**config.mk**
```make
export PLATFORM = sky130hd
export DESIGN_NAME = goodcrc_tx_flat
export DESIGN_NICKNAME = d
export VERILOG_FILES = /design/src/rtl/tcpc_pkg.sv /design/src/rtl/goodcrc_tx_if.sv /design/src/rtl/goodcrc_hdr_build.sv /design/src/rtl/goodcrc_tx.sv /design/src/flat_wrapper.sv
export SDC_FILE = /design/constraint.sdc
export NUM_CORES = 1
export LEC_CHECK = 0
export CAP_MARGIN = 5
export CELL_PAD_IN_SITES_DETAIL_PLACEMENT = 2
export CELL_PAD_IN_SITES_GLOBAL_PLACEMENT = 2
export CORE_MARGIN = 4
export CORE_UTILIZATION = 18
export DETAILED_ROUTE_END_ITERATION = 6
export HOLD_SLACK_MARGIN = 0.03
export MAX_ROUTING_LAYER = met4
export PLACE_DENSITY = 0.78
export SLEW_MARGIN = 5
export SYNTH_ARGS = -nofsm -noshare
export SYNTH_HDL_FRONTEND = slang
export SYNTH_SLANG_ARGS = --single-unit
```
**constraint.sdc**
```tcl
create_clock -name clk -period 1.3 [get_ports clk]
set_input_delay 0.13 -clock clk [delete_from_list [all_inputs] [get_ports clk]]
set_output_delay 0.13 -clock clk [all_outputs]
set_load 0.03 [all_outputs]
```
**src/rtl/tcpc_pkg.sv**
```systemverilog
// tcpc_pkg: shared types and constants for the TCPC protocol-layer blocks.
// Holds the GoodCRC FSM encoding, SOP type codes and watchdog length.
package tcpc_pkg;

    typedef enum logic [1:0] {
        ST_IDLE,
        ST_SEND_B0,
        ST_SEND_B1,
        ST_WAIT_DONE
    } gc_state_e;

    localparam logic [4:0] GOODCRC_MSG_TYPE = 5'b00001;

    localparam logic [2:0] SOP_TYPE_SOP   = 3'd0;
    localparam logic [2:0] SOP_TYPE_SOPP  = 3'd1;
    localparam logic [2:0] SOP_TYPE_SOPPP = 3'd2;

    localparam int unsigned GOODCRC_TIMEOUT_CYCLES = 255;
    localparam logic [7:0] GOODCRC_TMO_LAST = 8'(GOODCRC_TIMEOUT_CYCLES - 1);

    function automatic logic sop_known(input logic [2:0] t);
        return (t == SOP_TYPE_SOP) || (t == SOP_TYPE_SOPP) ||
               (t == SOP_TYPE_SOPPP);
    endfunction

endpackage

```
**src/rtl/goodcrc_tx_if.sv**
```systemverilog
// goodcrc_tx_if: byte-stream handshake between the GoodCRC sender and PHY.
// master = GoodCRC sender, slave = PHY transmit path.
interface goodcrc_tx_if;

    logic [7:0] phy_tx_data;
    logic       phy_tx_valid;
    logic       phy_tx_ready;
    logic [2:0] phy_tx_sop_type;
    logic       phy_tx_done;
    logic       phy_tx_fail;

    modport master (
        output phy_tx_data,
        output phy_tx_valid,
        output phy_tx_sop_type,
        input  phy_tx_ready,
        input  phy_tx_done,
        input  phy_tx_fail
    );

    modport slave (
        input  phy_tx_data,
        input  phy_tx_valid,
        input  phy_tx_sop_type,
        output phy_tx_ready,
        output phy_tx_done,
        output phy_tx_fail
    );

endinterface

```
**src/rtl/goodcrc_hdr_build.sv**
```systemverilog
// goodcrc_hdr_build: combinational GoodCRC message header former.
// Role bits depend on whether the reply goes to SOP or a cable plug.
module goodcrc_hdr_build
    import tcpc_pkg::*;
(
    input  logic [7:0]  info,
    input  logic [7:0]  rx_byte1,
    input  logic [2:0]  sop_type,
    output logic [15:0] header
);

    logic is_sop;
    logic unused_bits;

    assign is_sop = (sop_type == SOP_TYPE_SOP);
    assign unused_bits = ^{info[7:5], rx_byte1[7:4], rx_byte1[0]};

    always_comb begin
        header        = 16'h0000;
        header[4:0]   = GOODCRC_MSG_TYPE;
        header[5]     = is_sop ? info[3] : 1'b0;
        header[7:6]   = info[2:1];
        header[8]     = is_sop ? info[0] : info[4];
        header[11:9]  = rx_byte1[3:1];
    end

endmodule

```
**src/rtl/goodcrc_tx.sv**
```systemverilog
// goodcrc_tx: sends the two-byte GoodCRC reply to the PHY and reports outcome.
// Define GOODCRC_TIMEOUT_EN to add a watchdog on the PHY end-of-frame.
module goodcrc_tx
    import tcpc_pkg::*;
(
    input  logic         clk,
    input  logic         hard_reset,
    input  logic [7:0]   MESSAGE_HEADER_INFO,
    input  logic [7:0]   RX_BUF_HEADER_BYTE_1,
    input  logic [2:0]   rx_sop_type,
    input  logic         goodcrc_req,
    goodcrc_tx_if.master phy,
    output logic         GoodCRC_Transmission_Complete,
    output logic         goodcrc_fail,
    output logic         goodcrc_busy
);

    gc_state_e   state_q, state_d;
    logic [15:0] hdr_q, hdr_d, hdr_w;
    logic [2:0]  sop_q, sop_d;
    logic        cmpl_q, cmpl_d;
    logic        fail_q, fail_d;
    logic        req_ok;

`ifdef GOODCRC_TIMEOUT_EN
    logic [7:0]  cnt_q, cnt_d;
    logic        tmo;

    assign tmo = (cnt_q == GOODCRC_TMO_LAST);
`endif

    goodcrc_hdr_build u_hdr (
        .info     (MESSAGE_HEADER_INFO),
        .rx_byte1 (RX_BUF_HEADER_BYTE_1),
        .sop_type (rx_sop_type),
        .header   (hdr_w)
    );

    assign req_ok = goodcrc_req && sop_known(rx_sop_type);

    always_comb begin
        state_d = state_q;
        hdr_d   = hdr_q;
        sop_d   = sop_q;
        cmpl_d  = 1'b0;
        fail_d  = 1'b0;
`ifdef GOODCRC_TIMEOUT_EN
        cnt_d   = cnt_q;
`endif
        unique case (state_q)
            ST_IDLE: begin
                if (req_ok) begin
                    state_d = ST_SEND_B0;
                    hdr_d   = hdr_w;
                    sop_d   = rx_sop_type;
                end
            end
            ST_SEND_B0: begin
                if (phy.phy_tx_fail) begin
                    state_d = ST_IDLE;
                    fail_d  = 1'b1;
                end else if (phy.phy_tx_ready) begin
                    state_d = ST_SEND_B1;
                end
            end
            ST_SEND_B1: begin
                if (phy.phy_tx_fail) begin
                    state_d = ST_IDLE;
                    fail_d  = 1'b1;
                end else if (phy.phy_tx_ready) begin
                    state_d = ST_WAIT_DONE;
`ifdef GOODCRC_TIMEOUT_EN
                    cnt_d   = 8'd0;
`endif
                end
            end
            ST_WAIT_DONE: begin
                // a simultaneous discard outranks end-of-frame
                if (phy.phy_tx_fail) begin
                    state_d = ST_IDLE;
                    fail_d  = 1'b1;
                end else if (phy.phy_tx_done) begin
                    state_d = ST_IDLE;
                    cmpl_d  = 1'b1;
                end
`ifdef GOODCRC_TIMEOUT_EN
                else if (tmo) begin
                    state_d = ST_IDLE;
                    fail_d  = 1'b1;
                end else begin
                    cnt_d   = cnt_q + 8'd1;
                end
`endif
            end
            default: state_d = ST_IDLE;
        endcase
    end

    always_ff @(posedge clk) begin
        if (hard_reset) begin
            state_q <= ST_IDLE;
            hdr_q   <= 16'h0000;
            sop_q   <= 3'd0;
            cmpl_q  <= 1'b0;
            fail_q  <= 1'b0;
`ifdef GOODCRC_TIMEOUT_EN
            cnt_q   <= 8'd0;
`endif
        end else begin
            state_q <= state_d;
            hdr_q   <= hdr_d;
            sop_q   <= sop_d;
            cmpl_q  <= cmpl_d;
            fail_q  <= fail_d;
`ifdef GOODCRC_TIMEOUT_EN
            cnt_q   <= cnt_d;
`endif
        end
    end

    assign phy.phy_tx_valid = (state_q == ST_SEND_B0) ||
                              (state_q == ST_SEND_B1);
    assign phy.phy_tx_data  = (state_q == ST_SEND_B0) ? hdr_q[7:0]  :
                              (state_q == ST_SEND_B1) ? hdr_q[15:8] :
                                                        8'h00;
    assign phy.phy_tx_sop_type = sop_q;

    assign GoodCRC_Transmission_Complete = cmpl_q;
    assign goodcrc_fail = fail_q;
    assign goodcrc_busy = (state_q != ST_IDLE);

endmodule
```
**src/flat_wrapper.sv**
```systemverilog
// flat-port wrapper written by rule: the top's interface ports become plain ports
module goodcrc_tx_flat import tcpc_pkg::*;
  (clk, hard_reset, MESSAGE_HEADER_INFO, RX_BUF_HEADER_BYTE_1, rx_sop_type, goodcrc_req, GoodCRC_Transmission_Complete, goodcrc_fail, goodcrc_busy, phy_phy_tx_data, phy_phy_tx_valid, phy_phy_tx_sop_type, phy_phy_tx_ready, phy_phy_tx_done, phy_phy_tx_fail);
  goodcrc_tx_if phy_i ();
  input  logic clk;
  input  logic hard_reset;
  input  logic [7:0] MESSAGE_HEADER_INFO;
  input  logic [7:0] RX_BUF_HEADER_BYTE_1;
  input  logic [2:0] rx_sop_type;
  input  logic goodcrc_req;
  output logic GoodCRC_Transmission_Complete;
  output logic goodcrc_fail;
  output logic goodcrc_busy;
  output wire logic [$bits(phy_i.phy_tx_data)-1:0] phy_phy_tx_data;
  output wire logic [$bits(phy_i.phy_tx_valid)-1:0] phy_phy_tx_valid;
  output wire logic [$bits(phy_i.phy_tx_sop_type)-1:0] phy_phy_tx_sop_type;
  input wire logic [$bits(phy_i.phy_tx_ready)-1:0] phy_phy_tx_ready;
  input wire logic [$bits(phy_i.phy_tx_done)-1:0] phy_phy_tx_done;
  input wire logic [$bits(phy_i.phy_tx_fail)-1:0] phy_phy_tx_fail;
  assign phy_phy_tx_data = phy_i.phy_tx_data;
  assign phy_phy_tx_valid = phy_i.phy_tx_valid;
  assign phy_phy_tx_sop_type = phy_i.phy_tx_sop_type;
  assign phy_i.phy_tx_ready = phy_phy_tx_ready;
  assign phy_i.phy_tx_done = phy_phy_tx_done;
  assign phy_i.phy_tx_fail = phy_phy_tx_fail;
  goodcrc_tx u_core (.clk(clk), .hard_reset(hard_reset), .MESSAGE_HEADER_INFO(MESSAGE_HEADER_INFO), .RX_BUF_HEADER_BYTE_1(RX_BUF_HEADER_BYTE_1), .rx_sop_type(rx_sop_type), .goodcrc_req(goodcrc_req), .phy(phy_i), .GoodCRC_Transmission_Complete(GoodCRC_Transmission_Complete), .goodcrc_fail(goodcrc_fail), .goodcrc_busy(goodcrc_busy));
endmodule
```
==> results by group, run 1 <==
Cells and area
  • Commonest cells after routing, fill and taps aside: sky130_fd_sc_hd__clkdlybuf4s50_1, sky130_fd_sc_hd__buf_6, sky130_fd_sc_hd__dfxtp_1, sky130_fd_sc_hd__nor2_1
  • Proportion of layout cells with a drive suffix above 1: between 40% and 50%
  • Post-route core utilization: roughly 37%
  • Layout Area Growth over Synthesis: 93.5%
  • Number of antenna repair diodes: 0
  • Number of standard cells in the final layout excluding fillers: between 150 and 200
  • Leading cell type in the layout, fill and taps excluded: sky130_fd_sc_hd__clkdlybuf4s50_1
  • Post-layout net count: 156
  • Post-route cell area: 1420 um^2

Die
  • Number of I/O pins: 40
  • Y dimension of the die: 71.8 um
  • Chip width: slightly above 70 um
  • Starting Density: 19.3%
  • Number of standard-cell rows in the floorplan: 22
  • Floorplan Core Area: 3800 um^2
  • Die outline area: between 5000 and 6000 um^2

Yosys
  • Adder and majority gate portion of the synthesized area: 8.53%
  • Simple-gate share of the synthesized area: 23.2%
  • Cell variety after synth: 25
  • Primary flip-flop cell chosen by synthesis mapping: sky130_fd_sc_hd__dfxtp_1
  • Number of warnings issued by yosys: 0
  • Avg Cell Area, Syn: around 9.1 um^2
  • Number of enable-type register cells in the synthesized netlist: 0
  • Register bit total from synthesis: 15
  • Proportion of synthesized area in mux cells: between 10% and 20%
  • Post-Syn Nets: around 110
  • Synthesized instance count: 81
  • Area fraction in compound gates after synthesis: 8.70%
  • Post-synthesis xor/xnor area fraction: 0%
  • Largest family of logic cells by synthesized area: simple AND/OR/NAND/NOR gates
  • Synthesized cell area: 733 um^2
  • Fraction of the yosys area taken by sequential cells: 41.0%
  • Proportion of register bits with asynchronous set or reset after synthesis: 0%

GRT
  • Via count of the first global-routing pass: a little over 800
  • GRT Residual Overflow: 0
  • Overall routing resource usage: about a tenth
  • First-pass GRT wire length: between 4000 and 5000 um
  • Initial antenna violation count: 0
  • Maximum number of pins on one net before global-route repair: 16

Placement
  • Number of placed instances, taps included: 163
  • PortBufs: 30
  • Total half-perimeter wirelength after legalization and detailed placement: around 1800 um
  • Placement-stage cell area: approximately 1100 um^2
  • Weighted congestion reported at the end of routability-driven placement: between 0.7 and 0.8
  • Dpl ws: -239 ps

STA
  • Slew Viols, Final: 0
  • Post-Route Hold Slack: roughly 450 ps
  • Final setup violation count: 21
  • Shortest clock period the worst path allows after layout: 1550 ps
  • Setup Total Neg Slack: -3260 ps
  • Unrepaired setup endpoints after global routing: yes
  • Setup skew after layout: between 0.9 and 1 ps
  • Max frequency: 647 MHz
  • Part of the cycle the worst path needs: 119%
  • Final Hold Vio Count: 0
  • Final worst slack: -245 ps

Drt
  • Via count of the routed design: 733
  • Number of DRC markers after the initial detailed-route iteration: 4
  • Count of nets left with antenna violations after detail routing: 0
  • Final WL: 2570 um
  • Vias per cell: around 4.2
  • Router iterations before antenna repair: 2
  • Average wire per standard cell: between 10 and 15 um
  • Number of DRC violations after detailed routing: 0

Status
  • Result of the run: finished, violations left
  • Failing checks: negative setup slack

Power
  • Total power divided by cell area: approximately 900 nW/um^2
  • Leakage power: roughly 0.58 nW
  • Power consumption: 1.29 mW
  • VDD IR max: between 0.4 and 0.5 mV

Worst setup path
  • Critical path's most frequent cell: sky130_fd_sc_hd__buf_6
  • Worst reg2reg setup slack: -200 ps
  • Critical Path Start Type: flop
  • Delay-heaviest family, CP: flip-flops
  • Data required time of the critical path: 1170 ps
  • CP Buf/Inv Count: 3
  • Slowest stage cell on the critical path: sky130_fd_sc_hd__dfxtp_4
  • Data arrival time of the worst path: about 1400 ps
  • Worst stage delay on the critical path: around 380 ps
  • Startpoint-to-endpoint class of the critical path: reg -> out
  • Sort of element at the end of the critical path: output pin
  • CP Max Fanout: 4
  • Crit-path cells: inv_4 -> ha_4 -> buf_6 -> and2b_2 -> and2_4 -> buf_6

Clocking
  • CTS tree: done
  • Clock H-tree levels: 1
  • Worst skew pair latency: around 240 ps
  • Number of buffers added by the clock tree synthesis step: 3
  • Cts-stage hold buffer count: 0
  • Maximum number of buffers from clock root to sink: 2
  • CTS sink count: 15
  • Clock-pin slew reported for the worst setup and hold paths after clock tree synthesis: 60 ps
  • Cell at the root of the clock tree: sky130_fd_sc_hd__clkbuf_8

Job
  • Max cap viols: 0

Min path
  • Path type of the worst min-delay path: in -> reg
## kinds of logic after synthesis
family / Yosys count
buf+inv: 9
other cells: 1
compound gates: 10
simple gates: 33
mux: 8
flops: 15
fa+ha+maj: 5
## registers in the layout, summed over array words and instances (netlist names)
signal,cells
u_core.hdr_q,8
u_core.phy.phy_tx_sop_type,3
u_core.state_q,2
u_core.GoodCRC_Transmission_Complete,1
u_core.goodcrc_fail,1
## power by group
part / internal (mW) / switching (mW) / total, mW
sequential: 0.485 / 0.0238 / 0.508
clock: 0.217 / 0.149 / 0.366
combinational: 0.219 / 0.192 / 0.411
## layout make-up
cell class              count  area, um^2
clock buffers               4        45.0
fillers                   421        2380
inverters                   5        26.3
multi-input cells          57         514
flip-flops and latches     15         308
well taps                  48        60.1
repair buffers             44         465
## per-layer routing
layer / up-vias / wire length [um] / part of all wire [%] / GRT usage (%)
li1: 358 / - / - / -
met1: 352 / 1000 / 39 / 11.4
met2: 19 / 1430 / 56 / 18.6
met3: 4 / 95 / 3.7 / 1.68
met4: 0 / 42 / 1.6 / 5.43
met5: - / 0 / 0 / -
## worst register-to-register path, cell delays in order (launching register included)
cell and delay (ps):
sky130_fd_sc_hd__dfxtp_4 360, sky130_fd_sc_hd__inv_4 70, sky130_fd_sc_hd__buf_6 120, sky130_fd_sc_hd__ha_4 140, sky130_fd_sc_hd__and4_4 260, sky130_fd_sc_hd__buf_12 140, sky130_fd_sc_hd__mux2i_2 230, sky130_fd_sc_hd__nor2_1 60
## synth_stat cells, types with 2 or more instances
cell / number / area (um^2)
sky130_fd_sc_hd__dfxtp_1: 15 / 300
sky130_fd_sc_hd__nor2_1: 12 / 45.0
sky130_fd_sc_hd__mux2i_1: 8 / 80.1
sky130_fd_sc_hd__and2_1: 6 / 37.5
sky130_fd_sc_hd__ha_1: 5 / 62.6
sky130_fd_sc_hd__inv_1: 5 / 18.8
sky130_fd_sc_hd__nand2_1: 4 / 15.0
sky130_fd_sc_hd__a21oi_1: 3 / 15.0
sky130_fd_sc_hd__nor3_1: 3 / 15.0
sky130_fd_sc_hd__o21ai_0: 3 / 15.0
sky130_fd_sc_hd__buf_6: 2 / 22.5
sky130_fd_sc_hd__o31ai_1: 2 / 15.0
## timing repair
action / 4_1_cts / 5_1_grt
gates resized for setup: 35 / 19
cloned: 1 / 0
buffers inserted: 4 / 1
pin swaps: 9 / 8
setup endpoints to repair: 23 / 22
## final timing paths
check | from | endpoint | depth (start not counted)
max | u_core.state_q[0] | phy_phy_tx_data[1] | 6
min reg2reg | u_core.phy.phy_tx_sop_type[2] | u_core.phy.phy_tx_sop_type[2] | 1
min | phy_phy_tx_done | u_core.GoodCRC_Transmission_Complete | 3
max reg2reg | u_core.state_q[1] | u_core.phy.phy_tx_sop_type[0] | 7
(Power assumes the default switching activity.)
==> run 2: changes to the inputs <==
--- a/config.mk
+++ b/config.mk
@@ -5,10 +5,9 @@
 export SDC_FILE = /design/constraint.sdc
 export NUM_CORES = 1
 export LEC_CHECK = 0
-export CAP_MARGIN = 5
 export CELL_PAD_IN_SITES_DETAIL_PLACEMENT = 2
 export CELL_PAD_IN_SITES_GLOBAL_PLACEMENT = 2
-export CORE_MARGIN = 4
+export CORE_MARGIN = 2
 export CORE_UTILIZATION = 18
 export DETAILED_ROUTE_END_ITERATION = 6
 export HOLD_SLACK_MARGIN = 0.03
==> constraint.sdc (replaced) <==
create_clock -name clk -period 1.3 [get_ports clk]
set_input_delay 0.325 -clock clk [delete_from_list [all_inputs] [get_ports clk]]
set_output_delay 0.325 -clock clk [all_outputs]
set_load 0.03 [all_outputs]
==> run 2 against run 1 <==
  * Largest power group unchanged
  * Routed wire length increased by 11%
  * Via count is 8.7% higher
  * Clock power rose by 4%
  * First-iteration DRC count rose to 3.5 times the previous value
  * Flip-flop and latch count did not move
  * Count of clock-buffer cells in the layout stayed put
  * The run still ends with negative setup slack left
  * Global-route usage grew 2.3 points
  * Worst setup slack worse by 110 ps
  * Hold slack gained 38 ps
  * Sequential power about the same
  * Critical path type unchanged
==> results by group, run 2 (synthesis results as in run 1) <==
Cells and area
  • Post-route cell area: 1520 um^2 (+7.3%)
  • Leading cell type in the layout, fill and taps excluded: sky130_fd_sc_hd__buf_4
  • Number of antenna repair diodes: 0 (unchanged)
  • Most flops, register: u_core.hdr_q
  • Layout Area Growth over Synthesis: 108%
  • Proportion of layout cells with a drive suffix above 1: 53.3% (+8.5 points)
  • Number of flip-flops in the largest register: 8 (unchanged)
  • Commonest cells after routing, fill and taps aside: sky130_fd_sc_hd__buf_4, sky130_fd_sc_hd__clkdlybuf4s50_1, sky130_fd_sc_hd__dfxtp_1, sky130_fd_sc_hd__nor2_1, sky130_fd_sc_hd__buf_6
  • Number of filler instances in the final layout: 426 (+1.2%)
  • Post-layout net count: 166 (+6.4%)
  • Post-route core utilization: 38.3% (+0.99 points)

Status
  • Result of the run: finished, violations left
  • Failing checks: negative setup slack

Power
  • Proportion of power drawn by flip-flops and latches: 37.4% (-2.2 points)
  • Internal cell power: 0.956 mW (+3.9%)
  • Total power divided by cell area: 893 nW/um^2 (-1.4%)
  • Net switching power figure: 0.404 mW (+11%)
  • VDD IR max: 0.456 mV (-7.1%)
  • Clock power frac: 28.0% (-0.5 points)
  • Leakage power: 0.636 nW (+10%)
  • Portion of total power attributed to combinational logic: 34.6% (+2.6 points)
  • Share of total power consumed by net switching: 29.7% (+1.3 points)

Drt
  • Count of nets left with antenna violations after detail routing: 0 (unchanged)
  • Router iterations before antenna repair: 3 (+1)
  • Vias per cell: 4.31 (+1.7%)
  • Via count of the routed design: 797 (+8.7%)
  • Average wire per standard cell: 15.4 um (+3.8%)
  • Number of DRC violations after detailed routing: 0 (unchanged)
  • Number of DRC markers after the initial detailed-route iteration: 14 (+10)
  • Final WL: 2850 um (+11%)

Worst setup path
  • Startpoint-to-endpoint class of the critical path: reg -> out
  • Sort of element at the end of the critical path: output pin
  • RR Startpoint: u_core.state_q[1]
  • Data arrival time of the worst path: 1330 ps (-90 ps)
  • Register-to-Register Path Depth: 8 (+1)
  • Crit-path cells: inv_4 -> ha_4 -> and2b_2 -> and2_4 -> buf_6
  • Worst reg2reg setup slack: -320 ps (-120 ps)
  • CP Max Fanout: 4 (unchanged)
  • Worst stage delay on the critical path: 390 ps (about the same)
  • Reg2Reg Capture Point: u_core.hdr_q[8]
  • Data required time of the critical path: 980 ps (-190 ps)
  • Slowest stage cell on the critical path: sky130_fd_sc_hd__dfxtp_4
  • Critical Path Start Type: flop

Clocking
  • Clock H-tree levels: 1 (unchanged)
  • CTS tree: done
  • Number of buffers added by the clock tree synthesis step: 3 (unchanged)
  • Cell at the root of the clock tree: sky130_fd_sc_hd__clkbuf_8
  • CTS sink count: 15 (unchanged)
  • Worst skew pair latency: 250 ps (about the same)
  • Cts-stage hold buffer count: 0 (unchanged)
  • Maximum number of buffers from clock root to sink: 2 (unchanged)
  • Clock-pin slew reported for the worst setup and hold paths after clock tree synthesis: 60 ps (about the same)

GRT
  • Initial antenna violation count: 0 (unchanged)
  • Via count of the first global-routing pass: 880 (+6.5%)
  • Overall routing resource usage: 12.9% (+2.3 points)
  • Maximum number of pins on one net before global-route repair: 16 (unchanged)
  • GRT Residual Overflow: 0 (unchanged)
  • First-pass GRT wire length: 4220 um (+2.9%)

Placement
  • Dpl ws: -424 ps (-186 ps)
  • Placement-stage cell area: 1250 um^2 (+12%)
  • Weighted congestion reported at the end of routability-driven placement: 0.751 (-0.88%)
  • PortBufs: 30 (unchanged)
  • Total half-perimeter wirelength after legalization and detailed placement: 1850 um (+0.44%)

STA
  • Unrepaired setup endpoints after global routing: yes
  • Setup skew after layout: 1.26 ps (+0.344 ps)
  • Part of the cycle the worst path needs: 127% (+8.6 points)
  • Shortest clock period the worst path allows after layout: 1660 ps (+112 ps)
  • Final setup violation count: 22 (+4.8%)
  • Slew Viols, Final: 0 (unchanged)
  • Final worst slack: -357 ps (-112 ps)
  • Final Hold Vio Count: 0 (unchanged)
  • Max frequency: 603 MHz (-6.8%)

Min path
  • Worst hold path cell count: 1 (-2)
  • Path type of the worst min-delay path: reg -> reg
  • End of the worst hold path: u_core.phy.phy_tx_sop_type[2]
  • Launch point of the worst hold path: u_core.phy.phy_tx_sop_type[2]

Die
  • Number of standard-cell rows in the floorplan: 23 (+4.5%)
  • Chip width: 67.8 um (-5.6%)
  • Die outline area: 4600 um^2 (-11%)
  • Y dimension of the die: 67.8 um (-5.6%)
  • Floorplan Core Area: 3970 um^2 (+4.5%)
  • Number of I/O pins: 40 (unchanged)
  • Starting Density: 18.5% (-0.84 points)

Job
  • Max cap viols: 0 (unchanged)
run 2: cell types whose count changed in the layout (fill, tap and decap cells not counted), moves of 2 or more:
| cell | previous run | this run |
|---|---|---|
| sky130_fd_sc_hd__buf_6 | 15 | 9 |
| sky130_fd_sc_hd__mux2i_2 | 3 | 0 |
| sky130_fd_sc_hd__buf_4 | 6 | 25 |
| sky130_fd_sc_hd__o31ai_4 | 0 | 2 |
| sky130_fd_sc_hd__mux2i_1 | 5 | 8 |
| sky130_fd_sc_hd__o31ai_2 | 2 | 0 |
| sky130_fd_sc_hd__buf_12 | 1 | 3 |
| sky130_fd_sc_hd__dlygate4sd2_1 | 5 | 0 |
run 2: stage by stage:
step                      TNS, ps  hold WS [ps]  instances  total power [mW]
after detailed placement    -5860           464        172             0.878
after floorplan              -182           390         81             0.713
after global routing        -7450           514        185              1.43
after global placement      -4980           449        172             0.862
final                       -6320           487        185              1.36
after CTS                   -6240           474        181              1.33
run 2: layer usage:
| layer | wire, um | track usage, % | up-vias |
|---|---|---|---|
| li1 | - | - | 380 |
| met1 | 1070 | 13.8 | 395 |
| met2 | 1640 | 24.0 | 19 |
| met3 | 112 | 1.81 | 3 |
| met4 | 32 | 4.50 | 0 |
| met5 | 0 | - | - |
run 2: power groups by stage:
stage                     clock (mW)  sequential, mW  combinational, mW
after detailed placement           0           0.518              0.359
after global routing           0.412           0.511              0.507
after floorplan                    0           0.522              0.191
after CTS                      0.399           0.508              0.427
after global placement             0           0.515              0.346
final                          0.381           0.508              0.471
run 2: how the worst max path moves through the flow:
stage	startpoint	end	slack, ps	depth (start not counted)
after floorplan	u_core.state_q[0]	u_core.state_q[1]	-30	4
final	u_core.state_q[0]	phy_phy_tx_data[3]	-360	5
after detailed placement	rx_sop_type[0]	u_core.hdr_q[9]	-420	6
after global routing	u_core.state_q[1]	u_core.phy.phy_tx_sop_type[2]	-400	8
after global placement	rx_sop_type[0]	u_core.phy.phy_tx_sop_type[1]	-340	6
after CTS	u_core.state_q[1]	phy_phy_tx_data[3]	-370	5
run 2: final cells by class:
type	instances	area, um^2	share of cell area [%]
repair buffers	54	542	35.6
flip-flops and latches	15	308	20.2
clock buffers	4	45.0	2.96
inverters	5	26.3	1.73
well taps	50	62.6	4.11
multi-input cells	57	539	35.4
run 2: timing repair:
action / 4_1_cts / 5_1_grt
pin swaps: 10 / 5
endpoints found under the setup margin: 22 / 22
cloned: 1 / 0
resized for setup: 25 / 9
setup buffers: 4 / 4
run 2: worst max-delay path: cells and delay by family (launching register included):
family                   cells  cell delay [ps]
AND/OR/NAND/NOR              2              350
buffers and inverters        2              180
flip-flops                   1              390
adder cells (fa/ha/maj)      1              160
==> run 3: changes to the inputs <==
--- a/config.mk
+++ b/config.mk
@@ -5,6 +5,7 @@
 export SDC_FILE = /design/constraint.sdc
 export NUM_CORES = 1
 export LEC_CHECK = 0
+export CAP_MARGIN = 20
 export CELL_PAD_IN_SITES_DETAIL_PLACEMENT = 2
 export CELL_PAD_IN_SITES_GLOBAL_PLACEMENT = 2
 export CORE_MARGIN = 2
==> results of run 3 <==
Final layout, timing and power as in run 2 (identical DEF).
